===== src/rtl/kpyd_debouncer_array.sv =====
// Multi-channel keypad debouncer: per-line synchroniser, saturating integrator
// with hysteresis, edge pulses, and a lowest-index-first pending event queue.
module kpyd_debouncer_array #(
    parameter int unsigned channels_p    = 16,
    parameter int unsigned width_p       = 10,
    parameter int unsigned sync_stages_p = 2,
    localparam int unsigned id_width_lp  = (channels_p > 1) ? $clog2(channels_p) : 1
) (
    input  logic                   clk_i,
    input  logic                   reset_i,
    input  logic                   tick_i,
    input  logic [channels_p-1:0]  press_i,
    output logic [channels_p-1:0]  debounced_o,
    output logic [channels_p-1:0]  rise_o,
    output logic [channels_p-1:0]  fall_o,
    output logic                   event_v_o,
    input  logic                   event_ready_i,
    output logic [id_width_lp-1:0] event_id_o,
    output logic                   event_press_o,
    output logic                   overrun_o
);

    localparam logic [width_p-1:0] cnt_max_lp = {width_p{1'b1}};

    logic [channels_p-1:0] sync_q [sync_stages_p];
    logic [width_p-1:0]    cnt_q  [channels_p];
    logic [channels_p-1:0] samp;
    logic [channels_p-1:0] deb_nxt;
    logic [channels_p-1:0] rise_nxt;
    logic [channels_p-1:0] fall_nxt;
    logic [channels_p-1:0] edge_nxt;
    logic [channels_p-1:0] pend_q;
    logic [channels_p-1:0] typ_q;
    logic [channels_p-1:0] sel_oh;
    logic [channels_p-1:0] accept_oh;
    logic [id_width_lp-1:0] sel_id;
    logic                  ovr_set;

    assign samp = sync_q[sync_stages_p-1];

    // Synchroniser chain, runs every cycle regardless of tick_i
    always_ff @(posedge clk_i or posedge reset_i) begin
        if (reset_i) begin
            for (int unsigned k = 0; k < sync_stages_p; k++) begin
                sync_q[k] <= '0;
            end
        end else begin
            sync_q[0] <= press_i;
            for (int unsigned k = 1; k < sync_stages_p; k++) begin
                sync_q[k] <= sync_q[k-1];
            end
        end
    end

    // Saturating up/down integrators, advanced on tick only
    always_ff @(posedge clk_i or posedge reset_i) begin
        if (reset_i) begin
            for (int unsigned i = 0; i < channels_p; i++) begin
                cnt_q[i] <= '0;
            end
        end else if (tick_i) begin
            for (int unsigned i = 0; i < channels_p; i++) begin
                if (samp[i] && (cnt_q[i] != cnt_max_lp)) begin
                    cnt_q[i] <= cnt_q[i] + width_p'(1);
                end else if (!samp[i] && (cnt_q[i] != '0)) begin
                    cnt_q[i] <= cnt_q[i] - width_p'(1);
                end
            end
        end
    end

    // Hysteresis: level only moves at the rails of the integrator
    always_comb begin
        deb_nxt = debounced_o;
        for (int unsigned i = 0; i < channels_p; i++) begin
            if (cnt_q[i] == cnt_max_lp) begin
                deb_nxt[i] = 1'b1;
            end else if (cnt_q[i] == '0) begin
                deb_nxt[i] = 1'b0;
            end
        end
    end

    assign rise_nxt = deb_nxt & ~debounced_o;
    assign fall_nxt = ~deb_nxt & debounced_o;
    assign edge_nxt = rise_nxt | fall_nxt;

    // Lowest pending index wins; presentation depends on registers only
    always_comb begin
        sel_id = '0;
        for (int i = int'(channels_p) - 1; i >= 0; i--) begin
            if (pend_q[i]) begin
                sel_id = id_width_lp'(i);
            end
        end
    end

    assign sel_oh        = pend_q & (~pend_q + channels_p'(1));
    assign event_v_o     = |pend_q;
    assign event_id_o    = sel_id;
    assign event_press_o = |(typ_q & sel_oh);
    assign accept_oh     = sel_oh & {channels_p{event_v_o & event_ready_i}};
    assign ovr_set       = |(edge_nxt & pend_q & ~accept_oh);

    always_ff @(posedge clk_i or posedge reset_i) begin
        if (reset_i) begin
            debounced_o <= '0;
            rise_o      <= '0;
            fall_o      <= '0;
            pend_q      <= '0;
            typ_q       <= '0;
            overrun_o   <= 1'b0;
        end else begin
            debounced_o <= deb_nxt;
            rise_o      <= rise_nxt;
            fall_o      <= fall_nxt;
            pend_q      <= edge_nxt | (pend_q & ~accept_oh);
            typ_q       <= (typ_q & ~edge_nxt) | rise_nxt;
            overrun_o   <= overrun_o | ovr_set;
        end
    end

endmodule


===== config.mk =====
export PLATFORM = sky130hd
export DESIGN_NAME = kpyd_debouncer_array
export DESIGN_NICKNAME = d
export VERILOG_FILES = /design/src/rtl/kpyd_debouncer_array.sv
export SDC_FILE = /design/constraint.sdc
export NUM_CORES = 1
export LEC_CHECK = 0
export ABC_AREA = 1
export CORE_ASPECT_RATIO = 1.75
export CORE_MARGIN = 1.5
export CORE_UTILIZATION = 56
export DETAILED_ROUTE_END_ITERATION = 16
export PLACE_DENSITY = 0.88
export SYNTH_ARGS = -nofsm -noshare
export SYNTH_HDL_FRONTEND = slang
export SYNTH_SLANG_ARGS = --single-unit

===== constraint.sdc =====
create_clock -name clk_i -period 8.3 [get_ports clk_i]
set_clock_uncertainty 0.1 [all_clocks]
set_input_delay 0.83 -clock clk_i [delete_from_list [all_inputs] [get_ports clk_i]]
set_output_delay 0.83 -clock clk_i [all_outputs]
set_load 0.02 [all_outputs]

==> results.cfg <==
[sta]
setup_viol = 0
hold_viol_final = 0
max_freq_ghz = 0.279
period_share = 0.432
rsz0062_at_grt = no
worst_hold_slack_ns = 0.248
worst_slew_pin_slew_ns = 1.04
layout_setup_ws_ns = 4.71
min_period_ns = 3.59
relSlewSlack = 0.304
tns_ns = 0
finalMaxSlewViolations = 0

[cells_and_area]
final_cell_area_um2 = 20000
instances_no_fill = 2823
final_core_utilization = 0.636
diodes = 0
layout.nets = 2582
register_area_um2 = 6830
areaGrowthSynthToFinish_pct = 11.9
fill_cells = 2511
multi_input_area_um2 = 9750
drive_gt1_frac = 0.0548

[power_and_ir_drop]
internal_power_mw = 4.03
p_sw_frac = 0.442
vdd_ir_drop_max_v = 0.000215
pwr-share-seq = 0.317
switchingPower_mw = 3.20
totalPowerFinal_mw = 7.23
power_leakage_nw = 10.3
power.density_nw_per_um2 = 361
power.share.clock = 0.199
power_frac_comb = 0.484

[yosys]
synth-simple-area-share = 0.257
synth_cells = 2323
async_flop_share = 1.00
synth-edff-count = 0
synthFlopType = dfrtp_1
avgSynthCellArea_um2 = 7.71
synth-seq-cells = 273
synth_top_family_by_area = simple AND/OR/NAND/NOR gates
synth_compound_area_frac = 0.123
synth_fa_ha_area_frac = 0.116
ys_warn_count = 0
synth_area_um2 = 17900
synth_cell_types = 46
ys_seq_area_frac = 0.382
synth_xor_area_frac = 0.0484
syn-num-nets = 2499
synth.area.mux_share = 0

[clock_tree]
clock_latency_ns = 0.56
cts_tree = done
cts_root_buf = clkbuf_16
cts_resized = 0
cts_hold_buffers = 0
clockBufferDepth = 3
h-tree-depth = 1
clkSinkCount = 273
clk_pin_slew_ns = 0.07
postCtsSetupRepairBufs = 0
cts-buffers-inserted = 28

[critical_path]
critical_path_class = flop to output port
reg2reg_depth = 14
cp_max_fo = 11
r2r_end = cnt_q[76]
r2r_slack_ns = 5.28
worst_ep_required_time_ns = 7.37
start_kind = flop
cp.arrival_ns = 2.66
r2r-start = cnt_q[70]
end_kind = output port

[grt]
grt_pass1_vias = 16100
antenna_found_initial = 0
grt_first_pass_wirelength_um = 72200
grt.busiest_layer = met2
met1_usage = 0.274
grt_max_degree = 191
track_usage = 0.258
use_met2 = 0.483
grtUsageMet3 = 0.0316
grt-ovfl-total = 0

[min_path]
worstHoldPathCells = 0
worstHoldStart = sync_q[22]
holdPathEnd = samp[6]
hold_class = flop to flop

[place]
place_hpwl_um = 30700
place_area_um2 = 19000
dp_slack_ns = 4.91
port_buffers = 74
gp_congestion = 0.915
dp_cells = 2772

[floorplanning]
die_y_um = 240
rows = 86
dieWidth_um = 138
core-area_um2 = 31500
io_pins = 75
die_area_um2 = 33100
start_util = 0.568

[drt]
vias = 15900
first_pass_iters = 8
antenna_left = 0
drt_iter0_markers = 1074
drt-total-wl_um = 42400
drc_errors = 0
wl_per_cell_um = 15.0
avgViaCountPerCell = 5.62

[flow_run]
drv_cap = 0

[run_status]
status = complete, no violations
## worst max-delay path, cell delays in order (launching register included)
cell	delay (ns)
dfrtp_1	0.46
nor2_4	0.15
nand2_4	0.11
nor2_8	0.20
nand2_2	0.09
nor3_1	0.17
nand2_1	0.07
o21ai_0	0.07
nor3_1	0.07
nand2_1	0.10
clkdlybuf4s50_1	0.61
## kinds of logic (layout without fill, tap and decap cells)
family / after synthesis / after routing
flops: 273 / 273
xor+xnor: 99 / 99
compound gates: 400 / 400
fa+ha+maj: 156 / 156
buf+inv: 326 / 430
simple gates: 1069 / 1069
## cells in the final DEF, fill, tap and decap left out, types with 31 or more instances in the layout
master           count
nand2_1            589
inv_1              281
dfrtp_1            273
nor2_1             202
o21ai_0            184
nand3_1            140
ha_1               140
a21oi_1            107
clkdlybuf4s50_1     74
xor2_1              68
nand4_1             41
nor3_1              33
xnor2_1             31
## metal layers
layer | vias up | routed length, um
met4 | 0 | 2570
met5 | - | 0
met1 | 7441 | 15900
met3 | 175 | 1770
met2 | 501 | 22100
li1 | 7752 | -
## layout make-up
class	count	area share
clock buffer	32	0.0378
clock inverter	19	0.0146
inverter	303	0.0572
multi-input combinational	1724	0.487
sequential	273	0.341
tap	396	0.0247
timing repair buffer	76	0.0383
## state kept, by name, summed over array words and instances (netlist names)
register / cells
typ_q: 16
sync_q: 16
fall_o: 16
pend_q: 16
samp: 16
overrun_o: 1
cnt_q: 160
debounced_o: 16
rise_o: 16
## cell usage after synthesis, drive strengths merged, types with 5 or more instances
cell,instances,share of area
nand2,602,0.13
inv,302,0.063
dfrtp,273,0.38
nor2,227,0.055
o21ai,215,0.061
nand3,143,0.041
ha,140,0.098
a21oi,109,0.031
xor2,68,0.033
nand4,41,0.014
nor3,34,0.0098
xnor2,31,0.015
a21o,27,0.011
buf,23,0.0099
a31oi,17,0.0059
fa,16,0.018
or2,13,0.0045
o211ai,12,0.0050
o21bai,11,0.0048
nand3b,8,0.0034
o31ai,5,0.0021
## power groups by stage
stage / Sequential (mW) / Combinational (mW) / Clock, mW
CTS: 2.27 / 3.46 / 1.46
global placement: 2.27 / 3.23 / 0
global route: 2.35 / 3.98 / 1.51
finish: 2.29 / 3.50 / 1.44
detailed placement: 2.29 / 3.41 / 0
floorplan: 2.13 / 2.78 / 0
## worst max path at each step
stage	start	end	slack, ns
detailed placement	reset_i	fall_o[0]	4.91
finish	pend_q[1]	event_press_o	4.71
CTS	pend_q[1]	event_press_o	4.73
global route	pend_q[1]	event_press_o	4.50
floorplan	reset_i	cnt_q[0]	3.76
global placement	reset_i	cnt_q[79]	4.93
(Power assumes the default switching activity.)
